File: src/rtl/pipeline_hazard_ctrl.sv
// Stall/flush sequencer for a 5-stage MIPS pipeline.
// Stalls on load-use hazards, redirects on EX/MEM branches and jumps,
// and freezes everything while a data-memory access is outstanding.
//
// Handshake: mem_ready is a single-cycle completion strobe. An access
// (exmem_memRead | exmem_memWrite) stays frozen in EX/MEM until a cycle
// with mem_ready=1. The access completes on that cycle's rising edge.
module pipeline_hazard_ctrl #(
  parameter int TIMEOUT = 64,
  parameter int CNT_W   = 16
) (
  input  logic             clk,
  input  logic             rst,
  input  logic [4:0]       id_rs,
  input  logic [4:0]       id_rt,
  input  logic             id_uses_rt,
  input  logic             idex_memRead,
  input  logic [4:0]       idex_rd,
  input  logic             exmem_branch,
  input  logic             exmem_zf,
  input  logic             exmem_jump,
  input  logic             exmem_memRead,
  input  logic             exmem_memWrite,
  input  logic             mem_ready,
  output logic             pc_en,
  output logic [1:0]       pc_sel,
  output logic             ifid_en,
  output logic             idex_en,
  output logic             exmem_en,
  output logic             ifid_flush,
  output logic             idex_flush,
  output logic             exmem_flush,
  output logic             mem_wait,
  output logic             mem_err,
  output logic [CNT_W-1:0] stall_cnt,
  output logic [CNT_W-1:0] flush_cnt
);

  localparam int WW = (TIMEOUT > 1) ? $clog2(TIMEOUT) : 1;
  localparam logic [WW-1:0] WAIT_LAST = WW'(TIMEOUT - 1);

  typedef enum logic {
    RUN      = 1'b0,
    MEM_WAIT = 1'b1
  } state_t;

  state_t        state;
  state_t        state_nx;
  logic [WW-1:0] wait_cnt;

  logic memacc;
  logic hold;
  logic jmp;
  logic br;
  logic redirect;
  logic lu;

  // Hazard terms. In MEM_WAIT the EX/MEM buffer is frozen on a memory
  // access, so only mem_ready decides whether the hold continues.
  assign memacc   = exmem_memRead | exmem_memWrite;
  assign hold     = (state == MEM_WAIT) ? !mem_ready : (memacc & !mem_ready);
  assign jmp      = exmem_jump;
  assign br       = exmem_branch & exmem_zf & !exmem_jump;
  assign redirect = jmp | br;
  assign lu       = idex_memRead & (idex_rd != 5'd0) &
                    ((idex_rd == id_rs) | (id_uses_rt & (idex_rd == id_rt)));

  // Next state and pipeline control, priority rst > hold > redirect > lu.
  always_comb begin
    state_nx    = state;
    pc_en       = 1'b1;
    pc_sel      = 2'd0;
    ifid_en     = 1'b1;
    idex_en     = 1'b1;
    exmem_en    = 1'b1;
    ifid_flush  = 1'b0;
    idex_flush  = 1'b0;
    exmem_flush = 1'b0;
    mem_wait    = (state == MEM_WAIT);

    if (rst) begin
      state_nx    = RUN;
      pc_en       = 1'b0;
      ifid_en     = 1'b0;
      idex_en     = 1'b0;
      exmem_en    = 1'b0;
      ifid_flush  = 1'b1;
      idex_flush  = 1'b1;
      exmem_flush = 1'b1;
      mem_wait    = 1'b0;
    end else if (hold) begin
      state_nx = MEM_WAIT;
      pc_en    = 1'b0;
      ifid_en  = 1'b0;
      idex_en  = 1'b0;
      exmem_en = 1'b0;
    end else begin
      state_nx = RUN;
      if (redirect) begin
        pc_sel      = jmp ? 2'd2 : 2'd1;
        ifid_flush  = 1'b1;
        idex_flush  = 1'b1;
        exmem_flush = 1'b1;
      end else if (lu) begin
        pc_en      = 1'b0;
        ifid_en    = 1'b0;
        idex_flush = 1'b1;
      end
    end
  end

  // State register, wait timer and sticky timeout flag.
  always_ff @(posedge clk) begin
    if (rst) begin
      state    <= RUN;
      wait_cnt <= '0;
      mem_err  <= 1'b0;
    end else begin
      state <= state_nx;
      if (state == MEM_WAIT && !mem_ready) begin
        if (wait_cnt != WAIT_LAST) begin
          wait_cnt <= wait_cnt + 1'b1;
        end
        if (wait_cnt == WAIT_LAST) begin
          mem_err <= 1'b1;
        end
      end else begin
        wait_cnt <= '0;
      end
    end
  end

  // Saturating performance counters.
  always_ff @(posedge clk) begin
    if (rst) begin
      stall_cnt <= '0;
      flush_cnt <= '0;
    end else begin
      if (!pc_en && stall_cnt != {CNT_W{1'b1}}) begin
        stall_cnt <= stall_cnt + 1'b1;
      end
      if (!hold && redirect && flush_cnt != {CNT_W{1'b1}}) begin
        flush_cnt <= flush_cnt + 1'b1;
      end
    end
  end

endmodule

File: config.mk
export PLATFORM = sky130hd
export DESIGN_NAME = pipeline_hazard_ctrl
export DESIGN_NICKNAME = d
export VERILOG_FILES = /design/src/rtl/pipeline_hazard_ctrl.sv
export SDC_FILE = /design/constraint.sdc
export NUM_CORES = 1
export LEC_CHECK = 0
export CAP_MARGIN = 20
export CELL_PAD_IN_SITES_DETAIL_PLACEMENT = 0
export CELL_PAD_IN_SITES_GLOBAL_PLACEMENT = 1
export CORE_UTILIZATION = 35
export CTS_BUF_LIST = sky130_fd_sc_hd__clkbuf_4 sky130_fd_sc_hd__clkbuf_8
export DETAILED_ROUTE_END_ITERATION = 16
export PLACE_DENSITY_LB_ADDON = 0.08
export SETUP_SLACK_MARGIN = 0.02
export SLEW_MARGIN = 20
export SYNTH_ARGS = -nofsm -noshare
export SYNTH_HDL_FRONTEND = slang
export SYNTH_SLANG_ARGS = --single-unit
export TNS_END_PERCENT = 30
File: constraint.sdc
create_clock -name clk -period 2.7 [get_ports clk]
set_clock_uncertainty 0.2 [all_clocks]
set_input_delay 0.27 -clock clk [delete_from_list [all_inputs] [get_ports clk]]
set_output_delay 0.27 -clock clk [all_outputs]
set_load 0.02 [all_outputs]
==> results of run 1 <==
## state kept, by name (all words and copies together) (netlist names)
register,count
mem_err,1
wait_cnt,6
state,1
flush_cnt,16
stall_cnt,16
## kinds of logic (layout without fill, tap and decap cells)
logic type | after synthesis | count (layout) | share of synthesized area
AOI/OAI and AO/OA | 36 | 36 | 0.114
DFF | 40 | 40 | 0.362
xor gates and xnor gates | 27 | 27 | 0.107
buffers and inverters | 17 | 91 | 0.0470
adders and majority gates | 3 | 3 | 0.0170
and+or+nand+nor | 119 | 119 | 0.309
muxes | 7 | 7 | 0.0430
## metal layers
layer,vias to the layer above,GRT usage,wire (um)
met5,-,0,0
met4,0,0.0643,55
met3,6,0.0367,181
met2,38,0.275,2480
met1,922,0.219,2540
li1,1043,-,-
## report_power, final
group	total [mW]	internal, mW	switching [mW]	leakage [nW]
registers	0.609	0.598	0.0117	0.323
clock network	0.389	0.186	0.203	0.0445
logic	0.187	0.0997	0.0877	0.712
## worst max-delay path, stage by stage
cell and delay (ns):
clkdlybuf4s50_1 0.43, or4_1 0.53, o21a_1 0.20, nor2b_4 0.14
a21boi_4 0.17, dlygate4sd2_1 0.35
## layout make-up
class / instances / area share
Clock buffer: 6 / 0.0249
Clock inverter: 1 / 0.00163
Inverter: 3 / 0.00367
Multi-Input combinational cell: 192 / 0.426
Sequential cell: 40 / 0.261
Tap cell: 75 / 0.0306
Timing Repair Buffer: 81 / 0.253
## cells in the final DEF (no fill, tap or decap), types with 2 or more instances in the layout
cell type / instances
clkdlybuf4s50_1: 63
dfxtp_1: 40
nor2_1: 30
nand3_1: 19
xor2_1: 15
buf_4: 14
nand2_1: 13
xnor2_1: 12
a21oi_1: 12
nand4_1: 9
or4_1: 7
o31ai_1: 7
nor2b_1: 6
nor3_1: 5
and3_1: 5
mux2_4: 5
clkbuf_8: 5
and4_1: 4
nor4_2: 4
and2_1: 3
inv_1: 3
ha_1: 3
dlygate4sd2_1: 3
o21a_1: 2
o21ai_0: 2
nand2b_1: 2
a21oi_2: 2
mux2i_1: 2
a31oi_1: 2
or3_1: 2
nor3b_1: 2
or4_2: 2
## through the flow
step	instance area, um2	total power [mW]
final	3070	1.19
after detailed placement	2990	0.814
after floorplan	2210	0.720
after global routing	3070	1.25
after global placement	2990	0.814
after CTS	3060	1.21
## worst paths after layout
path / end / depth (start not counted) / slack [ns]
min: mem_err / 2 / 0.27
min reg2reg: mem_err / 2 / 0.27
max: ifid_en / 6 / 0.14
max reg2reg: stall_cnt[6] / 7 / 0.37
## what timing repair did
item | CTS | global route
buffers inserted | 0 | 0
endpoints found under the setup margin | 3 | 1
resized for setup | 3 | 1
hold buffers | 0 | 0
pin swaps | 0 | 0
==> summary.md, run 1 <==
| Metric | Value |
|---|---|
| Synth warn | `0` |
| Final Hold Fails | `0` |
| Routed WL | `5.26 mm` |
| Sequential cell area fraction in the yosys report | `0.362` |
| Max Cap Viol | `0` |
| Most common cell in the netlist | `dfxtp_1` |
| First-pass GRT wire length | `8.67 mm` |
| Tightest Hold Check Type | `reg2reg` |
| CTS Buf Count | `5` |
| Area of the die | `0.00663 mm2` |
| N_diodes | `0` |
| Post-DP HPWL | `3.89 mm` |
| Endpoints failing setup | `0` |
| Fin. max-slew vios | `0` |
| HP Start | `mem_err` |
| Hold_ws | `0.272 ns` |
| Clock-pin slew on the worst setup and hold paths | `0.07 ns` |
| Synth area leaders | `dfxtp_1 (36%), xor2_1 (5.9%), nor2_1 (5.1%)` |
| Placed cells | `391` |
| Mapped cell area | `0.00221 mm2` |
| Worst skew pair latency | `0.29 ns` |
| CP Capture Type | `output port` |
| Type of origin of the critical path | `input pin` |
| Reg area | `801 um2` |
| Syn_nets | `277` |
| Period utilization | `0.946` |
| Final Non-Filler Cells | `398` |
| Core Area | `0.00599 mm2` |
| Num ports | `68` |
| Async SR Flop Fraction | `0` |
| Yosys top cell area share | `0.362` |
| Area grow syn2layout | `38.8%` |
| Critical path launch point | `idex_rd[1]` |
| Maximum clock frequency | `391 MHz` |
| Cell taking the most area after synthesis | `dfxtp_1` |
| 1st-iter DRT viols | `109` |
| PortBufs | `67` |
| Fin util | `0.512` |
| TritonCTS clock tree | `yes` |
| Seq cells post-synth | `40` |
| Synth unique cells | `50` |
| Clk buf depth | `2` |
| Cells after Synth | `249` |
| # clock sinks | `40` |
| Leak Pwr | `1.08 nW` |
| Depth of the CTS H-tree | `2` |
| Syn Area/Cell | `8.87 um2` |
| Power Density | `387 mW/mm2` |
| Vias in the first global route | `1,839` |
| Dpl ws | `-0.136 ns` |
| Worst-Margin Slew | `0.545 ns` |
| Crit Reg-Reg Startpoint | `stall_cnt[6]` |
| Pin count of the biggest net entering global routing | `34` |
| Share of layout cells above drive strength 1 | `0.130` |
| Post-synth EDFFs | `0` |
| Total iterations of the first detailed-routing run | `4` |
| Crit path max fanout | `3` |
| Initial antenna violation count | `0` |
| Number of nets in the layout | `351` |
| CP Data Arrival Time | `2.09 ns` |
| WL/cell | `13.2 um` |
| GR Overflow Total | `0` |
| Max-slew headroom | `0.635` |
| CP Class | `in2out` |
| Antenna viol nets, final | `0` |
| Die span in y | `81.5 um` |
| Starting Density | `0.369` |
| Placer Congestion | `0.756` |
| GRT Total Usage | `0.170` |
| Commonest cells post-synth | `dfxtp_1 (40), nor2_1 (30), nand3_1 (19), xor2_1 (15), nand2_1 (13)` |
| DR DRC count | `0` |
| Area of the multi-input gates | `0.00131 mm2` |
| Via/cell ratio | `5.05` |
| Main synth FF type | `dfxtp_1` |
| Post-Route Setup TNS | `0 ns` |
| Final worst slack | `0.145 ns` |
| Die Wd | `81.5 um` |
| # rows | `28` |
| RSZ-0062 raised after global routing | `no` |
| Fill count | `574` |
| Peak supply drop | `0.242 mV` |
| CP required | `2.23 ns` |
| Via count | `2,009` |
| Status | `finished, final reports clean` |
| Clock root buffer | `clkbuf_8` |
| Min cycle time layout | `2.56 ns` |
(Power assumes the default switching activity.)
==> inputs of run 2 (changes only) <==
Settings changed: CTS_CLUSTER_SIZE set to 30, REMOVE_ABC_BUFFERS set to 1.
==> run 2 against run 1 <==
Power grew 11%. Cell count grew 0.25%. Critical path depth is the same. Routed wire length shrank 2.8%. Flip-flop and latch count is the same. Global-route usage grew 0.43 points. Register-to-register slack gained 0.19 ns. Via count grew 0.20%. Combinational power shrank 2%. Critical path type unchanged.
==> summary.md, run 2 (synthesis results as in run 1) <==
| Metric | Value |
|---|---|
| Die span in y | `81.5 um (unchanged)` |
| Placer Congestion | `0.695 (-8.1%)` |
| Die Wd | `81.5 um (unchanged)` |
| Fin util | `0.519 (+0.00710)` |
| Flop pwr share | `0.461 (-0.053)` |
| Crit path max fanout | `3 (unchanged)` |
| # rows | `28 (unchanged)` |
| Post-DP HPWL | `3.86 mm (-0.85%)` |
| First-pass GRT wire length | `8.94 mm (+3.2%)` |
| Reg area | `801 um2 (unchanged)` |
| Maximum clock frequency | `394 MHz (+0.64%)` |
| Final worst slack | `0.161 ns (+0.0164 ns)` |
| Routed WL | `5.11 mm (-2.8%)` |
| R2R Path End | `stall_cnt[5]` |
| CTS Buf Count | `5 (unchanged)` |
| Final Hold Fails | `0 (unchanged)` |
| Tightest Hold Check Type | `reg2reg` |
| Critical path launch point | `idex_rd[1]` |
| Period utilization | `0.940 (-0.00606)` |
| Via/cell ratio | `5.05 (about the same)` |
| Fill count | `581 (+1.2%)` |
| Depth of the CTS H-tree | `2 (unchanged)` |
| Largest regs | `flush_cnt x16, stall_cnt x16, wait_cnt x6` |
| Power Density | `425 mW/mm2 (+9.8%)` |
| Starting Density | `0.369 (unchanged)` |
| Area of the die | `0.00663 mm2 (unchanged)` |
| Comb pwr share | `0.138 (-0.020)` |
| Commonest non-fill, non-tap cell in the layout | `clkdlybuf4s50_1` |
| Post-CTS setup buffers | `0 (unchanged)` |
| CP Class | `in2out` |
| Final Non-Filler Cells | `399 (+0.25%)` |
| Clk buf depth | `2 (unchanged)` |
| GRT Total Usage | `0.174 (+0.00431)` |
| Vias in the first global route | `1,950 (+6.0%)` |
| Initial antenna violation count | `0 (unchanged)` |
| PortBufs | `67 (unchanged)` |
| Worst R2R Setup Slack | `0.56 ns (+0.19 ns)` |
| Post-Route Setup TNS | `0 ns (unchanged)` |
| # clock sinks | `40 (unchanged)` |
| WL/cell | `12.8 um (-3.0%)` |
| Leak Pwr | `1.08 nW (+0.32%)` |
| Critical Path End | `pc_en` |
| Type of origin of the critical path | `input pin` |
| Final instance area | `0.00311 mm2 (+1.4%)` |
| Total power | `1.32 mW (+11%)` |
| Num ports | `68 (unchanged)` |
| Status | `finished, final reports clean` |
| Switching power | `0.297 mW (-1.9%)` |
| RSZ-0062 raised after global routing | `no` |
| N_diodes | `0 (unchanged)` |
| Hold_ws | `0.278 ns (+0.00577 ns)` |
| Max Cap Viol | `0 (unchanged)` |
| Placed inst area | `0.00299 mm2 (unchanged)` |
| Antenna viol nets, final | `0 (unchanged)` |
| TritonCTS clock tree | `yes` |
| Switching share of power | `0.225 (-0.0303)` |
| Dpl ws | `-0.150 ns (-0.0138 ns)` |
| Via count | `2,013 (+0.20%)` |
| Area grow syn2layout | `40.7%` |
| Area of the multi-input gates | `0.00131 mm2 (unchanged)` |
| Clock-pin slew on the worst setup and hold paths | `0.07 ns (about the same)` |
| GR Overflow Total | `0 (unchanged)` |
| Clock power share | `0.401 (+0.073)` |
| Min cycle time layout | `2.54 ns (-0.0164 ns)` |
| CP required | `2.23 ns (about the same)` |
| Number of nets in the layout | `351 (unchanged)` |
| Internal power component | `1.02 mW (+16%)` |
| Most frequent cells in the layout | `clkdlybuf4s50_1 (64), dfxtp_1 (40), nor2_1 (30)` |
| Placed cells | `391 (unchanged)` |
| Share of layout cells above drive strength 1 | `0.133 (+0.00269)` |
| Core Area | `0.00599 mm2 (unchanged)` |
| CP Data Arrival Time | `2.07 ns (-0.02 ns)` |
| 1st-iter DRT viols | `32 (-71%)` |
| Pin count of the biggest net entering global routing | `26 (-24%)` |
| Peak supply drop | `0.220 mV (-9.3%)` |
| Clock root buffer | `clkbuf_8` |
| Worst skew pair latency | `0.28 ns (about the same)` |
| Crit Reg-Reg Startpoint | `state` |
| Worst-Margin Slew | `0.478 ns (-0.0663 ns)` |
| DR DRC count | `0 (unchanged)` |
| Endpoints failing setup | `0 (unchanged)` |
| Max-slew headroom | `0.681 (+0.0462)` |
| Cells on worst reg2reg path | `7 (unchanged)` |
| Total iterations of the first detailed-routing run | `4 (unchanged)` |
| Fin. max-slew vios | `0 (unchanged)` |
| CP Capture Type | `output port` |
-- run 2: worst min-delay path by stage --
stage	startpoint	endpoint	cells after the start
after floorplan	rst	stall_cnt[5]	1
after global placement	mem_err	mem_err	2
after detailed placement	mem_err	mem_err	2
after CTS	mem_err	mem_err	2
after global routing	mem_err	mem_err	2
final	mem_err	mem_err	2
-- run 2: per-layer routing --
metal	part of all wire	vias to the layer above	GRT usage
met5	0	-	0
met4	0.0090	0	0.0536
met3	0.035	4	0.0389
met2	0.49	27	0.288
met1	0.46	937	0.224
li1	-	1045	-
-- run 2: cell type report --
type                       instances  area share
multi-input combinational        192       0.420
tap                               75      0.0302
timing repair buffer              81       0.248
clock buffer                       7      0.0310
sequential                        40       0.258
inverter                           3     0.00362
clock inverter                     1     0.00966
-- run 2: repair_timing --
action                                  in CTS  in global routing
endpoints found under the hold margin        0                  0
hold buffers                                 0                  0
resized for setup                            3                  0
endpoints found under the setup margin       3                  0
-- run 2: power groups by stage --
stage	logic [mW]	clock network [mW]	registers, mW
after detailed placement	0.188	0	0.622
after floorplan	0.0736	0	0.629
after CTS	0.186	0.552	0.608
after global routing	0.201	0.579	0.610
final	0.183	0.529	0.609
after global placement	0.188	0	0.623
-- run 2: worst max-delay path, stage by stage --
cell and delay (ns):
clkdlybuf4s50_1 0.41, or4_1 0.53, o21a_1 0.20, nor2b_4 0.14, a21boi_4 0.17, dlygate4sd2_1 0.35
